===== src/rtl/lock_key_conditioner.sv =====
// Pushbutton/switch front end for the combination lock: synchronise, debounce, one pulse per press.
// Optional LOCK_KEY_SYNC_EN selects a two-flop synchroniser; otherwise a single input register.
module lock_key_conditioner #(
  parameter int DEBOUNCE_CYCLES = 4,
  parameter int CNT_W           = 20
) (
  input  logic       clk,
  input  logic       reset,
  input  logic       key_n,
  input  logic [3:0] sw,
  output logic       enter_pulse,
  output logic [3:0] digit,
  output logic       digit_err,
  output logic       key_held
);

`ifdef LOCK_KEY_SYNC_EN
  localparam int SYNC_STAGES = 2;
`else
  localparam int SYNC_STAGES = 1;
`endif

  localparam logic [CNT_W-1:0] LAST_CNT  = CNT_W'(DEBOUNCE_CYCLES - 1);
  // With a one-sample debounce the check state still takes one extra cycle (entry count 0).
  localparam logic [CNT_W-1:0] ENTRY_CNT = (DEBOUNCE_CYCLES > 1) ? CNT_W'(1) : '0;

  typedef enum logic [1:0] {
    RELEASED,
    PRESS_CHK,
    PRESSED,
    RELEASE_CHK
  } state_t;

  logic [SYNC_STAGES-1:0]      key_sync_reg;
  logic [SYNC_STAGES-1:0][3:0] sw_sync_reg;
  logic                        k_s;
  logic [3:0]                  sw_s;

  state_t           state_reg;
  logic [CNT_W-1:0] count_reg;
  logic             accept_reg;

  always_ff @(posedge clk or negedge reset) begin
    if (!reset) begin
      key_sync_reg <= '1;
      sw_sync_reg  <= '0;
    end else begin
      key_sync_reg[0] <= key_n;
      sw_sync_reg[0]  <= sw;
      for (int i = 1; i < SYNC_STAGES; i++) begin
        key_sync_reg[i] <= key_sync_reg[i-1];
        sw_sync_reg[i]  <= sw_sync_reg[i-1];
      end
    end
  end

  assign k_s  = key_sync_reg[SYNC_STAGES-1];
  assign sw_s = sw_sync_reg[SYNC_STAGES-1];

  always_ff @(posedge clk or negedge reset) begin
    if (!reset) begin
      state_reg   <= RELEASED;
      count_reg   <= '0;
      accept_reg  <= 1'b0;
      enter_pulse <= 1'b0;
      digit       <= 4'h0;
      digit_err   <= 1'b0;
      key_held    <= 1'b0;
    end else begin
      // Accepted press is flagged on the transition and emitted one cycle later with the digit.
      accept_reg  <= 1'b0;
      enter_pulse <= accept_reg;
      if (accept_reg) begin
        digit     <= sw_s;
        digit_err <= (sw_s > 4'd9);
      end

      case (state_reg)
        RELEASED: begin
          key_held <= 1'b0;
          if (!k_s) begin
            state_reg <= PRESS_CHK;
            count_reg <= ENTRY_CNT;
          end else begin
            count_reg <= '0;
          end
        end
        PRESS_CHK: begin
          if (k_s) begin
            state_reg <= RELEASED;
            count_reg <= '0;
            key_held  <= 1'b0;
          end else if (count_reg == LAST_CNT) begin
            state_reg  <= PRESSED;
            count_reg  <= '0;
            accept_reg <= 1'b1;
            key_held   <= 1'b1;
          end else begin
            count_reg <= count_reg + CNT_W'(1);
            key_held  <= 1'b0;
          end
        end
        PRESSED: begin
          key_held <= 1'b1;
          if (k_s) begin
            state_reg <= RELEASE_CHK;
            count_reg <= ENTRY_CNT;
          end
        end
        RELEASE_CHK: begin
          if (!k_s) begin
            state_reg <= PRESSED;
            count_reg <= '0;
            key_held  <= 1'b1;
          end else if (count_reg == LAST_CNT) begin
            state_reg <= RELEASED;
            count_reg <= '0;
            key_held  <= 1'b0;
          end else begin
            count_reg <= count_reg + CNT_W'(1);
            key_held  <= 1'b1;
          end
        end
        default: begin
          state_reg <= RELEASED;
          count_reg <= '0;
          key_held  <= 1'b0;
        end
      endcase
    end
  end

endmodule

===== config.mk =====
export PLATFORM = sky130hd
export DESIGN_NAME = lock_key_conditioner
export DESIGN_NICKNAME = d
export VERILOG_FILES = /design/src/rtl/lock_key_conditioner.sv
export SDC_FILE = /design/constraint.sdc
export NUM_CORES = 1
export LEC_CHECK = 0
export BUFFER_PORTS_ARGS = -buffer_cell sky130_fd_sc_hd__buf_2
export CORE_MARGIN = 5
export CORE_UTILIZATION = 47
export CTS_BUF_LIST = sky130_fd_sc_hd__clkbuf_8
export CTS_CLUSTER_SIZE = 14
export DETAILED_ROUTE_END_ITERATION = 16
export GPL_TIMING_DRIVEN = 0
export MAX_ROUTING_LAYER = met4
export PLACE_DENSITY = 0.65
export SYNTH_ARGS = -nofsm -noshare
export SYNTH_HDL_FRONTEND = slang
export SYNTH_SLANG_ARGS = --single-unit

===== constraint.sdc =====
create_clock -name clk -period 2.7 [get_ports clk]
set_input_delay 0.135 -clock clk [delete_from_list [all_inputs] [get_ports clk]]
set_output_delay 0.135 -clock clk [all_outputs]
set_load 0.02 [all_outputs]

; Yosys cells after proc, flatten, opt, wreduce, memory -nomap -nowiden
; Cells that the tools add are included.
[word_totals]
register_bits = 35
latch_bits = 0
ramBits = 0
romBits = 0
out_inout_bits = 7
word_cells = 40
memories = 0
[op_classes]
n_addsub = 1
multipliers = 0
div = 0
n_lt_le_gt_ge = 1
n_eq_ne = 8
n_shift = 0
n_mux = 19
n_bitwise = 0
n_reduce_logical = 2
[op_table]
columns = op, count
row1 = 20-bit two-way mux, 4
row2 = 20-bit case mux with 4 select lines, 1
row3 = 20-bit by 1-bit adder with 20-bit output (second input constant), 1
row4 = 20-bit by 2-bit equality test with 1-bit output (second input constant), 1
row5 = 2-bit two-way mux, 6
row6 = 2-bit case mux with 4 select lines, 1
row7 = 1-bit two-way mux, 6
row8 = 3-bit inequality test (second input constant), 2
row9 = 2-bit equality test (second input constant), 2
row10 = 4-bit > comparator (second input constant), 1
row11 = 2-bit inequality test (second input constant), 2
row12 = 1-bit case mux with 4 select lines, 1
row13 = 4-bit AND reduction, 1
row14 = 2-bit by 1-bit equality test with 1-bit output (second input constant), 1
row15 = 2-bit zero test, 1

; Depth between registers and ports, before layout
; Gate-level depths: netlist of run 1.
[logic_depth]
word_depth = 4
mapped_depth = 7
mapped_depth_nobuf = 6

; Worst setup path after synthesis of run 1
; Ideal clock, no wire load.
[synth_timing]
path_kind = reg2reg
start = register count_reg[14]
end = register count_reg[11]
setup_time_ns = 0.124
arrival_ns = 1.863
required_time_ns = 2.576
path_slack_ns = 0.713
stages_incl_launch_ff = 6
cell_sequence = dfrtp_1 or4_4 or2_1 o31ai_2 nor3_1 a211o_1
[synth_via]
elab_chain_cells = 4
[synth_lines]
columns = item, line
row1 = from (decl), 40  ; logic [CNT_W-1:0] count_reg;
row2 = from (signal assigned), 99  ; count_reg <= count_reg + CNT_W'(1);
row3 = from (signal assigned), 120  ; count_reg <= count_reg + CNT_W'(1);
row4 = 20-bit by 2-bit equality test with 1-bit output *, "93, 115"
row5 = 20-bit two-way mux *, "93, 115"
row6 = 20-bit two-way mux (on tied branches), "111, 89"
row7 = 20-bit case mux with 4 select lines *, 78  ; case (state_reg)
; Every way passes the cells marked *; elsewhere a longest branch is shown, timed or not.
; A chain may end at the register's enable or synchronous reset.

; Final worst setup path of run 1
[layout_timing]
start = register count_reg[14]
end = register count_reg[5]
; The elaborated chain is that of the path after synthesis.

==> metrics.csv, run 1 <==
stage;metric;value;unit
synth;syn_area;1650;sq um
power;leakagePower;0.904;nW
floorplanning;start_util;49.0;%
power;internal_power;1.01;mW
route;drt-initial-drc-count;97;
floorplanning;fp.coreArea;3360;sq um
synth;synthArstFlopShare;100;%
floorplanning;rows;21;
synth;ys_seq_elements;35;
route;via_count;1295;
worst_setup_path;path_max_fanout;9;
worst_setup_path;startpoint_type;flop;
sta;fin_crit_sh;84.5;%
synth;synth_nets;171;
synth;synth_area_leaders;dfrtp_1 (52%), nand2_1 (5.2%), nand3_1 (3.3%);
cells_and_area;diodes;0;
cells_and_area;num-fill-cells;323;
worst_setup_path;required;2.89;ns
sta;setup_violations;0;
power;vdd_drop_max;0.000435;V
cells_and_area;postLayoutCoreUtil;57.7;%
sta;slew_violations;0;
placed_design;port_buffers;13;
synth;synth_cell_types;43;
synth;synthCells;163;
worst_hold_path;min_path_type;input pin to asynchronous set/reset pin;
worst_setup_path;critPathKind;flop to flop;
worst_setup_path;r2r_cells;5;
worst_setup_path;crit_start;count_reg[14];
placed_design;dpl.hpwl;2340;um
cts;clock-sinks;35;
synth;synth_ff_type;dfrtp_1;
sta;worst_pin_slew;0.822;ns
worst_setup_path;endpoint_kind;flop;
worst_setup_path;endpoint;count_reg[5];
cells_and_area;areaGrowthSynthToFinish;17.8;%
power;clkPwrFrac;31.0;%
cts;cts_resized;0;
floorplanning;die_h;69.2;um
cts;ctsHtreeMaxLevel;2;
power;share_seq_of_total_power;42.8;%
route;routedWlPerCell;14.1;um
worst_setup_path;slowest_delay;0.57;ns
cells_and_area;seq_area;877;sq um
worst_setup_path;worstPathArrival;2.47;ns
synth;yosysSeqAreaShare;53.2;%
status;status;finished, final reports clean;
route;antenna_left;0;
route;drc_errors;0;
route;viasPerCell;5.49;
cts;max-clock-path-buffers;2;
cells_and_area;final_nets;197;
worst_setup_path;slowest_stage;o31ai_2;
sta;fin_crit;2.28;ns
power;switchingPower;0.494;mW
cts;numCtsBuffers;5;
global_routing;grt_max_degree;36;
worst_setup_path;worstReg2RegStart;count_reg[14];
sta;worst_clock_skew;0.0112;ns
cts;clkLatencyLatePin;0.29;ns
cts;root_buffer;clkbuf_8;
power;power;1.50;mW
floorplanning;ios;14;
sta;fmax;0.438;GHz
cells_and_area;multiInputGateArea;732;sq um
floorplanning;die_w;69.2;um
cells_and_area;largest_register_ffs;20;
global_routing;grt_use_total;16.0;%
sta;setup_tns;0;ns
worst_setup_path;r2r_slack;0.42;ns
placed_design;finalWeightedCongestion;0.833;
power;pwr-share-comb;26.2;%
global_routing;first_global_vias;1254;
cts;cts_tree;yes;
synth;synth_top_area_share;51.6;%
worst_setup_path;path_cells;or4_4, or2_1, o31ai_2, o21ai_1, a21o_1;
synth;yosys_warnings;0;
sta;final-hold-violation-count;0;
floorplanning;die_area;4790;sq um
worst_setup_path;r2r-end;count_reg[5];
synth;synth_common_cells;dfrtp_1 (34), nand2_1 (23), nand3_1 (11), nor2_1 (7), o21ai_0 (7);
synth;avgSynthCellArea;10.1;sq um
sta;relSlewSlack;44.8;%
global_routing;overflow;0;
route;finalWirelength;3320;um
global_routing;antenna_found_initial;0;
flow_run;maxCapViolations;0;
route;firstDrtPassIters;4;
cts;clkTransAtPathRegs;0.08;ns
power;power_density;774;nW/um^2
synth;synth_edf_count;0;
sta;rsz0062_at_grt;false;
cells_and_area;drive_gt1_share;17.9;%
synth;yosysTopAreaCell;dfrtp_1;
power;sw_frac_of_total;32.9;%
global_routing;grt_pass1_wl;5980;um
synth;post-synth-top-count-cell;dfrtp_1;
## cells by family after synthesis
| logic type | after synthesis | share of synthesized area, % |
|---|---|---|
| and+or+nand+nor | 74 | 23.3 |
| xor gates and xnor gates | 5 | 2.66 |
| DFF | 35 | 53.2 |
| adders and majority gates | 1 | 0.759 |
| buffers and inverters | 10 | 2.35 |
| muxes | 7 | 4.56 |
| AOI/OAI and AO/OA | 31 | 13.1 |
## power groups by stage
stage          combinational (mW)  sequential [mW]  clock [mW]
2_1_floorplan               0.225            0.692           0
3_3_place_gp                0.386            0.649           0
3_5_place_dp                0.391            0.655           0
4_1_cts                     0.400            0.644       0.473
5_1_grt                     0.441            0.657       0.507
6_report                    0.394            0.644       0.465
## repair_timing
| item | CTS | global route |
|---|---|---|
| hold endpoints to repair | 39 | 0 |
| setup buffers | 0 | 0 |
| hold buffers | 6 | 0 |
## routing by layer
layer  track usage, %  wire, um
met4             5.64        66
met3             4.49       104
met2             23.7      1580
met5                -         0
met1             21.1      1570
## placed cells by master, fill, tap and decap left out, types with 2 or more instances in the layout
master / n
a211o_1: 2
nor2_1: 7
mux2i_1: 3
a31oi_1: 2
or3_1: 2
xor2_1: 2
dfrtp_1: 34
clkbuf_1: 4
dlygate4sd3_1: 6
mux2_2: 4
nor3_1: 6
nand2_1: 23
buf_2: 14
o211ai_1: 2
and3_1: 2
a21o_1: 3
inv_1: 6
nand3_1: 11
a22o_1: 3
o21ai_1: 2
nand4_1: 5
xnor2_1: 3
nand2b_1: 3
o21ai_0: 7
a21oi_1: 4
nor4_1: 4
and4_1: 2
clkbuf_8: 5
## stage by stage
step                hold slack [ns]  setup WS [ns]  area (sq um)  std cells
floorplan                    -0.161          0.713          1650        163
global placement              0.239          0.465          1770        222
CTS                           0.477          0.410          1940        236
finish                        0.464          0.419          1940        236
global route                  0.494          0.240          1940        236
detailed placement            0.242          0.422          1770        222
## layout make-up
cell class / count / area share (%)
buffer: 5 / 1.03
tap: 46 / 2.97
inverter: 5 / 0.967
clock inverter: 3 / 2.13
sequential: 35 / 45.2
multi-input combinational: 118 / 37.7
timing repair buffer: 19 / 6.45
clock buffer: 5 / 3.55
## worst min path at each step
stage,cells after the start,slack [ns],endpoint,start
4_1_cts,2,0.48,digit_err,reset
2_1_floorplan,0,-0.16,asynchronous set/reset pin,reset
6_report,2,0.46,enter_pulse,reset
3_3_place_gp,1,0.24,digit_err,reset
5_1_grt,2,0.49,sw_s[2],sw[2]
3_5_place_dp,1,0.24,k_s,key_n
## critical path, delay by kind of cell, from the launching register on
kind / cells / cell delay (ns)
AO/OA/AOI/OAI: 3 / 0.93
flip-flops: 1 / 0.45
AND/OR/NAND/NOR: 2 / 0.80
(Power assumes the default switching activity.)
==> inputs of run 2 (changes only) <==
- ABC_AREA: not set -> 1
- PLACE_DENSITY: 0.65 -> not set
- clock period: 2.7 -> 2.3 ns (I/O delays scaled with it)
==> run 2 against run 1 <==
  * Via count is 19% higher
  * Die area up 11%
  * Fmax grew 41%
  * Worst hold slack barely moved
  * Critical endpoint is now count_reg[17]
==> metrics.csv, run 2 <==
stage;metric;value;unit
worst_setup_path;startpoint_type;flop;
global_routing;overflow;0;
route;drc_errors;0;
floorplanning;rows;22;
placed_design;port_buffers;13;
synth;synth_nets;255;
worst_setup_path;critPathKind;flop to flop;
power;leakagePower;1.05;nW
cells_and_area;final_common_cell;nand2_1;
worst_setup_path;path_delay_family;simple AND/OR/NAND/NOR gates;
cts;root_buffer;clkbuf_8;
sta;fmax;0.616;GHz
global_routing;grt_use_total;17.5;%
global_routing;first_global_vias;1462;
worst_setup_path;worstPathArrival;1.80;ns
synth;synth_common_cells;nand2_1 (78), nor2_1 (42), dfrtp_1 (34), inv_1 (32), nand3_1 (17);
synth;yosysTopAreaCell;dfrtp_1;
route;antenna_left;0;
worst_setup_path;slowest_stage;dfrtp_1;
synth;synthArstFlopShare;100;%
sta;rsz0062_at_grt;false;
synth;synth_edf_count;0;
sta;holdWs;0.464;ns
cells_and_area;final_nets;281;
floorplanning;start_util;49.7;%
cells_and_area;areaGrowthSynthToFinish;14.6;%
global_routing;antenna_found_initial;0;
placed_design;dpl.hpwl;2870;um
synth;synth_cell_types;26;
worst_setup_path;required;2.48;ns
cts;clock-sinks;35;
route;firstDrtPassIters;4;
cts;cts_tree;yes;
worst_setup_path;crit_top_cell;nand2_1;
synth;yosysSeqAreaShare;47.1;%
route;drt-initial-drc-count;97;
placed_design;dp_slack;0.658;ns
sta;slew_violations;0;
synth;ys_seq_elements;35;
cts;clkTransAtPathRegs;0.07;ns
cells_and_area;postLayoutCoreUtil;57.0;%
worst_setup_path;endpoint_kind;flop;
sta;worst_pin_slew;0.766;ns
floorplanning;fp.coreArea;3740;sq um
synth;synth_area_leaders;dfrtp_1 (46%), nand2_1 (16%), nor2_1 (8.5%);
route;via_count;1543;
synth;synth_ff_type;dfrtp_1;
sta;setup_violations;0;
worst_setup_path;path_cells;ha_1, nand3_1, nor2_1, nand3_2, nand2_1, inv_1, nand2_1, nand2_1;
route;routedWlPerCell;12.0;um
power;power;1.67;mW
synth;syn_area;1860;sq um
floorplanning;die_h;72.9;um
cts;numCtsBuffers;5;
global_routing;grt_pass1_wl;6880;um
cells_and_area;final_cell_mix;nand2_1 (78), nor2_1 (42), dfrtp_1 (34), inv_1 (33), nand3_1 (17);
synth;synth_top_area_share;45.7;%
sta;fin_crit;1.62;ns
cells_and_area;largest_register_ffs;20;
cells_and_area;diodes;0;
sta;fin_ws;0.678;ns
sta;setup_tns;0;ns
cts;cts_setup_buffers;0;
sta;final-hold-violation-count;0;
cells_and_area;fin_area;2130;sq um
synth;post-synth-top-count-cell;nand2_1;
placed_design;placed_area;1990;sq um
cts;ctsHtreeMaxLevel;2;
sta;worst_clock_skew;0.00648;ns
synth;avgSynthCellArea;7.54;sq um
floorplanning;die_w;72.9;um
route;viasPerCell;4.79;
cts;cts_resized;0;
worst_setup_path;crit_buf_inv;1;
sta;relSlewSlack;49.0;%
cts;max-clock-path-buffers;2;
power;vdd_drop_max;0.000527;V
floorplanning;ios;14;
placed_design;finalWeightedCongestion;0.820;
status;status;finished, final reports clean;
sta;fin_crit_sh;70.5;%
flow_run;maxCapViolations;0;
synth;yosys_warnings;0;
cts;clkLatencyLatePin;0.29;ns
floorplanning;die_area;5320;sq um
cells_and_area;drive_gt1_share;12.8;%
worst_setup_path;slowest_delay;0.40;ns
worst_setup_path;path_max_fanout;4;
power;power_density;784;nW/um^2
cells_and_area;stdcell_count;322;
global_routing;grt_max_degree;36;
synth;synthCells;247;
route;finalWirelength;3870;um
placed_design;dp_cells;308;
worst_hold_path;min_path_type;input pin to asynchronous set/reset pin;
[run 2: cell types whose count changed in the layout (fill, tap and decap cells not counted), moves of 4 or more]
cell / change
nor3_1: -4
nor2_1: +35
nor4_1: -4
inv_1: +27
nand2_1: +55
nor2_2: +4
nand3_1: +6
[run 2: layout make-up]
class / instances / area [sq um]
buffer: 4 / 33.8
clock buffer: 5 / 68.8
clock inverter: 3 / 17.5
fill: 375 / 1610
inverter: 32 / 120
multi-input combinational: 176 / 831
sequential: 35 / 877
tap: 48 / 60.1
timing repair buffer: 19 / 125
[run 2: report_power, final]
group | switching, mW | internal [mW]
Combinational | 0.305 | 0.169
Clock | 0.224 | 0.209
Sequential | 0.0604 | 0.704
[run 2: layer usage]
metal / vias up / global-route usage (%) / share of wire [%]
met5: - / - / 0
met4: 0 / 5.94 / 1.5
met3: 6 / 4.41 / 3.6
met2: 20 / 24.5 / 46
met1: 702 / 24.6 / 49
li1: 815 / - / -
[run 2: logic make-up (layout without fill, tap and decap cells)]
group | Yosys count | count (layout) | synth area share, %
and+or+nand+nor | 154 | 154 | 35.1
buffers and inverters | 36 | 63 | 8.27
DFF | 35 | 35 | 47.1
AOI/OAI and AO/OA | 12 | 12 | 4.23
muxes | 3 | 3 | 1.81
adders and majority gates | 1 | 1 | 0.672
xor gates and xnor gates | 6 | 6 | 2.82
[run 2: final timing paths]
kind / start / to / slack (ns) / cells past startpoint
worst max-delay path: count_reg[0] / count_reg[17] / 0.68 / 8
worst min-delay path: reset / asynchronous set/reset pin / 0.46 / 2
worst max register to register: count_reg[0] / count_reg[17] / 0.68 / 8
worst min register to register: sw_s[0] / digit[0] / 0.48 / 1
max in group asynchronous: reset / count_reg[10] / 1.35 / 2
min in group clk: sw[3] / sw_s[3] / 0.47 / 2
[run 2: repair_timing]
action,CTS,global route
hold endpoints to repair,39,0
endpoints found under the setup margin,0,0
hold buffers,6,0
==> inputs of run 3 (changes only) <==
- PLACE_DENSITY: not set -> 0.67
- clock period: 2.3 -> 1.4 ns (I/O delays scaled with it)
==> run 3 against run 2 <==
  * Critical path type unchanged
  * The flow now finishes with violations (negative setup slack)
  * Fmax rose by 10%
  * Power grew 100%
  * Largest power group unchanged
  * Clock power up 140%
==> metrics.csv, run 3 (same netlist as run 2, synthesis figures left out) <==
stage;metric;value;unit
power;leakagePower;1.21;nW
cts;cts_tree;yes;
sta;worst_clock_skew;0.00488;ns
cells_and_area;final_cell_mix;nand2_1 (71), inv_1 (30), dfrtp_1 (30), nor2_1 (22), buf_4 (22);
worst_setup_path;endpoint_kind;flop;
sta;rsz0062_at_grt;true;
cts;numCtsBuffers;5;
status;status;finished, violations left;
cells_and_area;stdcell_count;344;
cells_and_area;final_common_cell;nand2_1;
route;routedWlPerCell;13.5;um
worst_setup_path;path_cells;inv_1, nand3_4, inv_2, buf_6, nor2_4, xor2_1, nor2_2;
cts;clock-sinks;35;
flow_run;maxCapViolations;0;
sta;final-hold-violation-count;0;
worst_setup_path;slowest_delay;0.56;ns
floorplanning;start_util;49.7;%
floorplanning;rows;22;
cts;ctsHtreeMaxLevel;2;
worst_setup_path;r2r_slack;-0.07;ns
worst_setup_path;worstPathArrival;1.65;ns
worst_setup_path;path_delay_family;flip-flops;
global_routing;grt_use_total;19.2;%
power;clkPwrFrac;31.1;%
worst_setup_path;required;1.58;ns
worst_setup_path;r2r-end;count_reg[7];
floorplanning;die_area;5320;sq um
sta;worst_pin_slew;0.749;ns
sta;relSlewSlack;50.1;%
global_routing;first_global_vias;1611;
route;drc_errors;0;
worst_setup_path;worstReg2RegStart;k_s;
placed_design;placed_area;1990;sq um
cells_and_area;fin_area;2520;sq um
cells_and_area;areaGrowthSynthToFinish;35.3;%
route;viasPerCell;5.01;
status;violations;negative setup slack;
placed_design;port_buffers;13;
route;via_count;1722;
cts;clkTransAtPathRegs;0.07;ns
cts;root_buffer;clkbuf_8;
sta;setup_violations;15;
power;vdd_drop_max;0.00124;V
global_routing;grt_max_degree;36;
cells_and_area;drive_gt1_share;32.8;%
power;share_seq_of_total_power;37.4;%
power;sw_frac_of_total;32.4;%
placed_design;dp_slack;-0.238;ns
route;antenna_left;0;
worst_setup_path;crit_start;k_s;
power;pwr-share-comb;31.5;%
power;power_density;1360;nW/um^2
floorplanning;ios;14;
worst_setup_path;slowest_stage;dfstp_2;
global_routing;overflow;0;
floorplanning;die_w;72.9;um
worst_setup_path;path_max_fanout;10;
power;switchingPower;1.11;mW
floorplanning;fp.coreArea;3740;sq um
cells_and_area;largest_register_ffs;20;
worst_setup_path;r2r_cells;7;
power;internal_power;2.31;mW
cells_and_area;diodes;0;
sta;fin_crit;1.47;ns
cells_and_area;final_nets;303;
sta;fin_ws;-0.0691;ns
worst_setup_path;critPathKind;flop to flop;
cts;clkLatencyLatePin;0.29;ns
route;firstDrtPassIters;4;
cts;max-clock-path-buffers;2;
route;drt-initial-drc-count;142;
placed_design;finalWeightedCongestion;0.897;
sta;slew_violations;0;
worst_setup_path;crit_buf_inv;3;
floorplanning;die_h;72.9;um
sta;fmax;0.681;GHz
worst_setup_path;startpoint_type;flop;
global_routing;antenna_found_initial;0;
placed_design;dp_cells;308;
worst_hold_path;min_path_type;input pin to asynchronous set/reset pin;
worst_setup_path;cp.depth;7;
route;finalWirelength;4660;um
sta;fin_crit_sh;105;%
global_routing;grt_pass1_wl;7580;um
placed_design;dpl.hpwl;2800;um
run 3: per-layer routing:
layer | global-route usage, % | vias to the layer above | part of all wire (%)
li1 | - | 865 | -
met1 | 23.8 | 788 | 41
met2 | 30.4 | 55 | 51
met3 | 4.82 | 14 | 6.0
met4 | 6.76 | 0 | 2.1
met5 | - | - | 0
run 3: worst reg2reg max path, stage by stage (launching register included):
cell and delay [ns]:
dfstp_2 0.56, inv_1 0.10, nand3_4 0.12, inv_2 0.07, buf_6 0.15, nor2_4 0.12, xor2_1 0.19, nor2_2 0.06
run 3: how the worst max path moves through the flow:
stage,end
2_1_floorplan,count_reg[6]
3_3_place_gp,count_reg[9]
3_5_place_dp,count_reg[6]
4_1_cts,count_reg[3]
5_1_grt,count_reg[13]
6_report,count_reg[7]
run 3: layout make-up:
class	count	area, sq um
fill	302	1220
buffer	3	27.5
inverter	32	120
tap	48	60.1
timing repair buffer	42	302
multi-input combinational	176	996
clock buffer	5	68.8
sequential	35	882
clock inverter	3	63.8
run 3: power by group through the flow:
stage                     Combinational [mW]  Clock (mW)  Sequential [mW]
after floorplan                        0.447           0             1.36
after global placement                 0.754           0             1.27
after detailed placement               0.768           0             1.29
after CTS                              0.976        1.09             1.27
after global routing                    1.18        1.14             1.30
final                                   1.08        1.06             1.28
run 3: per-stage QoR:
| step | hold WS [ns] | power [mW] | util, % | setup TNS, ns |
|---|---|---|---|---|
| 3_5_place_dp | 0.177 | 2.06 | 53.1 | -3.73 |
| 3_3_place_gp | 0.175 | 2.03 | 53.1 | -3.40 |
| 4_1_cts | 0.410 | 3.34 | 62.3 | -0.637 |
| 2_1_floorplan | -0.226 | 1.81 | - | 0 |
| 5_1_grt | 0.420 | 3.62 | 67.3 | -2.60 |
| 6_report | 0.387 | 3.42 | 67.3 | -0.706 |
run 3: repair_timing:
item,in CTS,in global routing
resized for setup,20,41
pin swaps,7,17
buffers inserted,12,10
cloned,1,0
endpoints found under the setup margin,23,23
hold endpoints to repair,39,0
hold buffers,6,0
